## src/rtl/stopwatch_pkg.sv

```systemverilog
// Shared state encodings for the mm:ss stopwatch controller.
package stopwatch_pkg;

    localparam int STATE_W = 3;

    typedef enum logic [STATE_W-1:0] {
        S_IDLE    = 3'd0,
        S_RUN     = 3'd1,
        S_PAUSE   = 3'd2,
        S_SET_SEC = 3'd3,
        S_SET_MIN = 3'd4
    } state_t;

endpackage

```

## src/rtl/tick_prescaler.sv

```systemverilog
// Divides clk down to the 1 s tick period; counts, holds or zeroes under control of the FSM.
module tick_prescaler #(
    parameter int TICK_DIV = 50_000_000,
    parameter int TICK_W   = 26
) (
    input  logic              clk,
    input  logic              rst,
    input  logic              run,
    input  logic              hold,
    input  logic              clr,
    output logic [TICK_W-1:0] cnt,
    output logic              wrap
);

    localparam logic [TICK_W-1:0] LAST = TICK_W'(TICK_DIV - 1);

    assign wrap = (cnt == LAST);

    always_ff @(posedge clk or posedge rst) begin
        if (rst) begin
            cnt <= '0;
        end else if (clr) begin
            cnt <= '0;
        end else if (run) begin
            cnt <= wrap ? '0 : cnt + TICK_W'(1);
        end else if (!hold) begin
            cnt <= '0;
        end
    end

endmodule

```

## src/rtl/stopwatch_ctrl.sv

```systemverilog
// Run/pause/set controller for a mm:ss stopwatch: owns the tick prescaler, counter enables and clear.
module stopwatch_ctrl
    import stopwatch_pkg::*;
#(
    parameter int TICK_DIV = 50_000_000,
    parameter int TICK_W   = 26
) (
    input  logic               clk,
    input  logic               rst,
    input  logic               btn_start,
    input  logic               btn_clear,
    input  logic               btn_mode,
    input  logic               btn_inc,
    input  logic               sec_co,
    input  logic               min_co,
    output logic               sec_en,
    output logic               min_en,
    output logic               cnt_rst,
    output logic [STATE_W-1:0] state,
    output logic               tick,
    output logic               blink,
    output logic               overflow
);

    localparam logic [TICK_W-1:0] HALF = TICK_W'(TICK_DIV / 2);

    state_t            state_q;
    logic              start_p;
    logic              mode_p;
    logic              inc_p;
    logic              pre_run;
    logic              pre_hold;
    logic              pre_clr;
    logic              pre_wrap;
    logic [TICK_W-1:0] pre_cnt;

    tick_prescaler #(
        .TICK_DIV (TICK_DIV),
        .TICK_W   (TICK_W)
    ) u_prescaler (
        .clk  (clk),
        .rst  (rst),
        .run  (pre_run),
        .hold (pre_hold),
        .clr  (pre_clr),
        .cnt  (pre_cnt),
        .wrap (pre_wrap)
    );

    assign state = state_q;

    // Lower-priority pulses are masked so each cycle acts on at most one button.
    always_comb begin
        start_p  = btn_start & ~btn_clear;
        mode_p   = btn_mode & ~btn_clear & ~btn_start;
        inc_p    = btn_inc & ~btn_clear & ~btn_start & ~btn_mode;
        pre_run  = (state_q == S_RUN) || (state_q == S_SET_SEC) || (state_q == S_SET_MIN);
        pre_hold = (state_q == S_PAUSE);
        pre_clr  = btn_clear
                 | (start_p && (state_q == S_IDLE || state_q == S_SET_SEC || state_q == S_SET_MIN))
                 | (mode_p && (state_q == S_IDLE || state_q == S_PAUSE));
        tick     = (state_q == S_RUN) && pre_wrap;
        sec_en   = tick | ((state_q == S_SET_SEC) && inc_p);
        min_en   = ((state_q == S_RUN) && sec_co) | ((state_q == S_SET_MIN) && inc_p);
        blink    = 1'b1;
        if (state_q == S_SET_SEC || state_q == S_SET_MIN) begin
            blink = (pre_cnt >= HALF);
        end
    end

    always_ff @(posedge clk or posedge rst) begin
        if (rst) begin
            state_q  <= S_IDLE;
            cnt_rst  <= 1'b1;
            overflow <= 1'b0;
        end else begin
            cnt_rst <= btn_clear;
            if (btn_clear) begin
                state_q  <= S_IDLE;
                overflow <= 1'b0;
            end else begin
                if (state_q == S_RUN && min_co) begin
                    overflow <= 1'b1;
                end
                if (start_p) begin
                    state_q <= (state_q == S_RUN) ? S_PAUSE : S_RUN;
                end else if (mode_p) begin
                    case (state_q)
                        S_IDLE, S_PAUSE: state_q <= S_SET_SEC;
                        S_SET_SEC:       state_q <= S_SET_MIN;
                        S_SET_MIN:       state_q <= S_PAUSE;
                        default:         state_q <= state_q;
                    endcase
                end
            end
        end
    end

endmodule

```

## config.mk

```make
export PLATFORM = sky130hd
export DESIGN_NAME = stopwatch_ctrl
export DESIGN_NICKNAME = d
export VERILOG_FILES = /design/src/rtl/stopwatch_pkg.sv /design/src/rtl/tick_prescaler.sv /design/src/rtl/stopwatch_ctrl.sv
export SDC_FILE = /design/constraint.sdc
export NUM_CORES = 1
export LEC_CHECK = 0
export ABC_AREA = 1
export CAP_MARGIN = 20
export CELL_PAD_IN_SITES_DETAIL_PLACEMENT = 1
export CELL_PAD_IN_SITES_GLOBAL_PLACEMENT = 2
export CORE_ASPECT_RATIO = 0.7
export CORE_MARGIN = 5
export CORE_UTILIZATION = 29
export CTS_BUF_LIST = sky130_fd_sc_hd__clkbuf_16
export CTS_CLUSTER_SIZE = 28
export DETAILED_ROUTE_END_ITERATION = 6
export GPL_TIMING_DRIVEN = 0
export PLACE_DENSITY_LB_ADDON = 0.1
export SYNTH_ARGS = -nofsm -noshare
export SYNTH_HDL_FRONTEND = slang
export SYNTH_SLANG_ARGS = --single-unit
```

## constraint.sdc

```tcl
create_clock -name clk -period 1.37 [get_ports clk]
set_input_delay 0.274 -clock clk [delete_from_list [all_inputs] [get_ports clk]]
set_output_delay 0.274 -clock clk [all_outputs]
set_load 0.1 [all_outputs]
```

==> metrics.txt, run 1 <==
Yosys reg bits 31; Final #Nets 451; Slew Limit Fails 0; clk buf depth 2; Clock Latency Late Sink 280 ps; Final Hold Vio Count 0; Tightest Pin Transition 703 ps; post-DR vias/cell 4.85; wire per inst 17.2 µm; Synth Cell Area 2370 µm²; row count 27; Boundary Pins 17; commonest non-fill, non-tap cell in the layout nand2_1; WHS 309 ps; worst-case clock skew 6.34 ps; Mapped Nets 375; largest net degree at the start of global routing 19; R2R setup slack -420 ps; crit path kind flip-flop to output port; Mapped Cells 364; n_diodes 0; r2r worst-path depth 12; routed vias 2626; most frequent cells in the layout 66 x nand2_1, 40 x inv_1, 38 x buf_4; die width 118 µm; DRC viols 0; final setup fails 31; run status complete, but fails checks; Port Buffers 16; synth-to-layout area growth 65.0%; y dimension of the die 85.7 µm; WP data required 1100 ps; Placed Area 2820 µm²; DP Wirelength 6340 µm; number of global-route vias before repair 2741; unrepaired setup endpoints after global routing yes; Final min period 1940 ps; Hold Path Depth 1; crit path launch type flip-flop; cts hold-fix bufs 0; sequential fraction of the synthesis area 32.8%; root buf cell clkbuf_16; Routed Wire Length 9330 µm; Worst setup EP type output port; f_max 516 MHz; power density over the cells 811 nW/µm²; launch point of the worst reg-to-reg path state[2]$_DFFE_PP0P_; Final ANT Viol Nets 0; CTS tree built; die area 10100 µm²; worst hold-check path type primary input to flip-flop; HP Start btn_clear; Final Cell Area 3920 µm²; RR Endpoint u_prescaler.cnt[25]$_DFFE_PP0P_; Synth Area per Inst 6.52 µm²; drt first pass iters 4; total congestion overflow 0; YS warnings 0; setup tns final -11670 ps; CP Data Arrival Time 1660 ps; failing checks setup timing; Setup WS post-layout -568 ps; clock sinks 31; initial antenna violation count 0; max-cap check violation count 0; Peak VDD IR 0.000725 V; relative slew slack 53.1%; H-tree Lvls 2; Netlist cell types 27; first-pass GRT wire length 15000 µm; Starting Density 30.0%; initial DRC count 111; Num CTS Buffers 5; crit-path max FO 4; layout cell share with drive strength beyond 1 49.0%; endpoint of the worst hold-timing path cnt_rst$_DFF_PP1_; Setup WS pre-CTS -1670 ps; GPL Wtd Cong 0.816; clk slew on worst S/H paths 60 ps; Leak Pwr 1.67 nW; Core ar. 7910 µm²; GRT Util Overall 18.8%; Tcrit/Tclk final 141%
## power breakdown
| part | internal (mW) | total, mW | switching [mW] | leakage [nW] |
|---|---|---|---|---|
| Clock | 0.848 | 1.28 | 0.436 | 0.0812 |
| Sequential | 0.941 | 0.967 | 0.0260 | 0.408 |
| Combinational | 0.379 | 0.923 | 0.545 | 1.18 |
| Total | 2.17 | 3.17 | 1.01 | 1.67 |
## cells by family after synthesis
logic type / after synthesis / synth area share (%)
DFF: 31 / 32.8
and+or+nand+nor: 241 / 47.2
xor gates and xnor gates: 3 / 1.11
AOI/OAI and AO/OA: 25 / 6.59
buffers and inverters: 61 / 10.8
adders and majority gates: 3 / 1.58
## metal layers
layer  wire length, µm  global-route usage, %  part of all wire, %
met4                93                   3.44                  1.0
met5                 0                      0                    0
met1              4630                   27.0                   50
met3               424                   3.69                  4.5
met2              4180                   29.6                   45
## worst max-delay path, stage by stage, from the launching register on
cell      delay [ps]
dfrtp_2          440
inv_2            110
nand2_1          100
nor2_2           140
nand3_4          100
nor3_4           140
o21bai_4         160
buf_12           190
## cells in the mapped netlist
cell | n | share of area [%]
nand2_4 | 1 | 0.47
o21ai_4 | 2 | 1.4
o2111ai_1 | 1 | 0.37
nand3_1 | 42 | 8.9
o21bai_1 | 2 | 0.63
a21oi_1 | 9 | 1.9
nor3_1 | 8 | 1.7
nand2_2 | 12 | 3.2
nand3_4 | 2 | 1.5
nor2_2 | 11 | 2.9
dfstp_2 | 1 | 1.1
dfrtp_1 | 30 | 32
ha_1 | 3 | 1.6
inv_2 | 4 | 0.63
nand2_1 | 91 | 14
nor2_1 | 58 | 9.2
nor2_4 | 1 | 0.47
or3_1 | 1 | 0.26
xor2_1 | 3 | 1.1
inv_1 | 53 | 8.4
nand3_2 | 4 | 1.7
nor4_1 | 1 | 0.26
buf_4 | 1 | 0.32
nand4_1 | 9 | 2.4
o21ai_0 | 9 | 1.9
o21ai_1 | 2 | 0.42
buf_6 | 3 | 1.4
## what timing repair did
action | 4_1_cts | 5_1_grt
endpoints found under the setup margin | 38 | 35
pin swaps | 16 | 35
gates cloned | 2 | 1
gates resized for setup | 131 | 80
buffers inserted | 34 | 16
## worst max path at each step
| stage | end | startpoint |
|---|---|---|
| global route | sec_en | u_prescaler.cnt[0]$_DFFE_PP0P_ |
| floorplan | sec_en | u_prescaler.cnt[0]$_DFFE_PP0P_ |
| finish | sec_en | u_prescaler.cnt[10]$_DFFE_PP0P_ |
| global placement | min_en | btn_start |
| detailed placement | min_en | btn_start |
| CTS | sec_en | u_prescaler.cnt[0]$_DFFE_PP0P_ |
## state kept, by name (all words and copies together) (netlist names)
signal / count
u_prescaler.cnt: 26
state: 3
cnt_rst: 1
overflow: 1
## layout make-up
type,instances,area [µm²]
plain buffers,4,75.1
clock buffers,5,125
fillers,966,3990
repair buffers,69,728
well taps,101,126
flip-flops and latches,31,798
multi-input cells,272,1780
clock inverters,3,38.8
inverters,57,244
## metrics by stage
step                utilization, %  instances  power (mW)
global route                  49.5        542        3.30
finish                        49.5        542        3.17
global placement              35.3        481        1.57
detailed placement            35.7        482        1.58
floorplan                        -        364        1.41
CTS                           44.6        526        3.09
Note: power is estimated with default switching activity, not from simulation.
==> run 2: changes to the inputs <==
--- a/config.mk
+++ b/config.mk
@@ -6,11 +6,11 @@
 export NUM_CORES = 1
 export LEC_CHECK = 0
 export ABC_AREA = 1
+export ABC_CLOCK_PERIOD_IN_PS = 1370
 export CAP_MARGIN = 20
 export CELL_PAD_IN_SITES_DETAIL_PLACEMENT = 1
 export CELL_PAD_IN_SITES_GLOBAL_PLACEMENT = 2
 export CORE_ASPECT_RATIO = 0.7
-export CORE_MARGIN = 5
 export CORE_UTILIZATION = 29
 export CTS_BUF_LIST = sky130_fd_sc_hd__clkbuf_16
 export CTS_CLUSTER_SIZE = 28
==> metrics.txt, run 2 (synthesized netlist as in run 1, its figures left out) <==
run status complete, but fails checks; failing checks setup timing; Clock Latency Late Sink 280 ps; Final ANT Viol Nets 0; r2r worst-path depth 12; Final #Nets 454; R2R setup slack -420 ps; Tcrit/Tclk final 142%; Routed Wire Length 9150 µm; drt first pass iters 4; setup tns final -11010 ps; launch point of the worst reg-to-reg path u_prescaler.cnt[7]$_DFFE_PP0P_; initial DRC count 76; endpoint of the worst hold-timing path cnt_rst$_DFF_PP1_; commonest non-fill, non-tap cell in the layout nand2_1; unrepaired setup endpoints after global routing yes; relative slew slack 52.9%; number of global-route vias before repair 2594; max incr delay on CP 450 ps; Post-Layout Cell Count 545; H-tree Lvls 2; max reg flops 26; max-cap check violation count 0; crit path launch type flip-flop; CTS tree built; row count 27; die area 8550 µm²; final setup fails 31; Final min period 1950 ps; Tightest Pin Transition 706 ps; worst hold-check path type primary input to flip-flop; first-pass GRT wire length 14400 µm; Cells after DPL 482; clk buf depth 2; DRC viols 0; Slew Limit Fails 0; RR Endpoint u_prescaler.cnt[9]$_DFFE_PP0P_; largest net degree at the start of global routing 19; Port Buffers 16; Num CTS Buffers 5; GRT Util Overall 22.8%; power density over the cells 825 nW/µm²; Core ar. 7910 µm²; wire per inst 16.8 µm; clock sinks 31; n_diodes 0; die width 110 µm; Setup WS post-layout -576 ps; crit path kind flip-flop to output port; post-DR vias/cell 4.74; y dimension of the die 77.7 µm; f_max 514 MHz; layout cell share with drive strength beyond 1 44.1%; CP Data Arrival Time 1670 ps; most frequent cells in the layout 74 x nand2_1, 45 x inv_1, 41 x buf_4; Crit path max-delay family simple AND/OR/NAND/NOR gates; Placed Area 2820 µm²; crit-path max FO 5; CP max-delay cell dfrtp_2; Pwr Total 3.20 mW; worst-case clock skew 5.58 ps; clk slew on worst S/H paths 60 ps; routed vias 2586; Boundary Pins 17; synth-to-layout area growth 63.7%; Starting Density 30.0%; total congestion overflow 0; Final Cell Area 3880 µm²; Buf+Inv Stages, Crit Path 2; Top reg by flops u_prescaler.cnt; GPL Wtd Cong 0.830; Leak Pwr 1.66 nW; root buf cell clkbuf_16; initial antenna violation count 0; DP Wirelength 6220 µm; worst path cell trace buf_4 > or3_4 > nand3_2 > nand4_1 > buf_12; Worst setup EP type output port; Hold Path Depth 1; WP data required 1100 ps; Final Hold Vio Count 0; HP Start btn_clear; Peak VDD IR 0.000566 V; WHS 296 ps
-- run 2: power breakdown --
group	switching, mW	internal [mW]
clock	0.454	0.849
combinational	0.542	0.396
sequential	0.0235	0.941
total	1.02	2.19
-- run 2: final cells by class --
cell class	instances	area, µm²
fill	935	4020
buffer	3	50.0
timing repair buffer	73	787
clock inverter	3	38.8
inverter	57	241
clock buffer	5	125
sequential	31	798
multi-input combinational	272	1720
tap	101	126
-- run 2: through the flow --
| step | setup WS, ps | utilization [%] |
|---|---|---|
| 5_1_grt | -646 | 49.1 |
| 2_1_floorplan | -1130 | - |
| 4_1_cts | -598 | 43.7 |
| 3_5_place_dp | -1660 | 35.7 |
| 3_3_place_gp | -1630 | 35.3 |
| 6_report | -576 | 49.1 |
-- run 2: what timing repair did --
action                     CTS  global route
gates cloned                 3             1
gates resized for setup    125            59
hold buffers                 0             0
setup endpoints to repair   38            33
setup buffers               27            25
pin swaps                   10            22
-- run 2: layer usage --
layer / global-route usage [%] / wire [µm]
met1: 34.6 / 4940
met5: 0 / 0
met2: 32.1 / 3880
met3: 3.95 / 249
met4: 6.71 / 78
-- run 2: worst max path at each step --
stage	startpoint	to	slack [ps]	cells after the start
after CTS	u_prescaler.cnt[0]$_DFFE_PP0P_	sec_en	-600	7
after floorplan	u_prescaler.cnt[0]$_DFFE_PP0P_	sec_en	-1130	6
after global routing	u_prescaler.cnt[0]$_DFFE_PP0P_	sec_en	-650	7
after global placement	btn_start	min_en	-1630	7
after detailed placement	btn_start	min_en	-1660	7
final	u_prescaler.cnt[7]$_DFFE_PP0P_	blink	-580	5
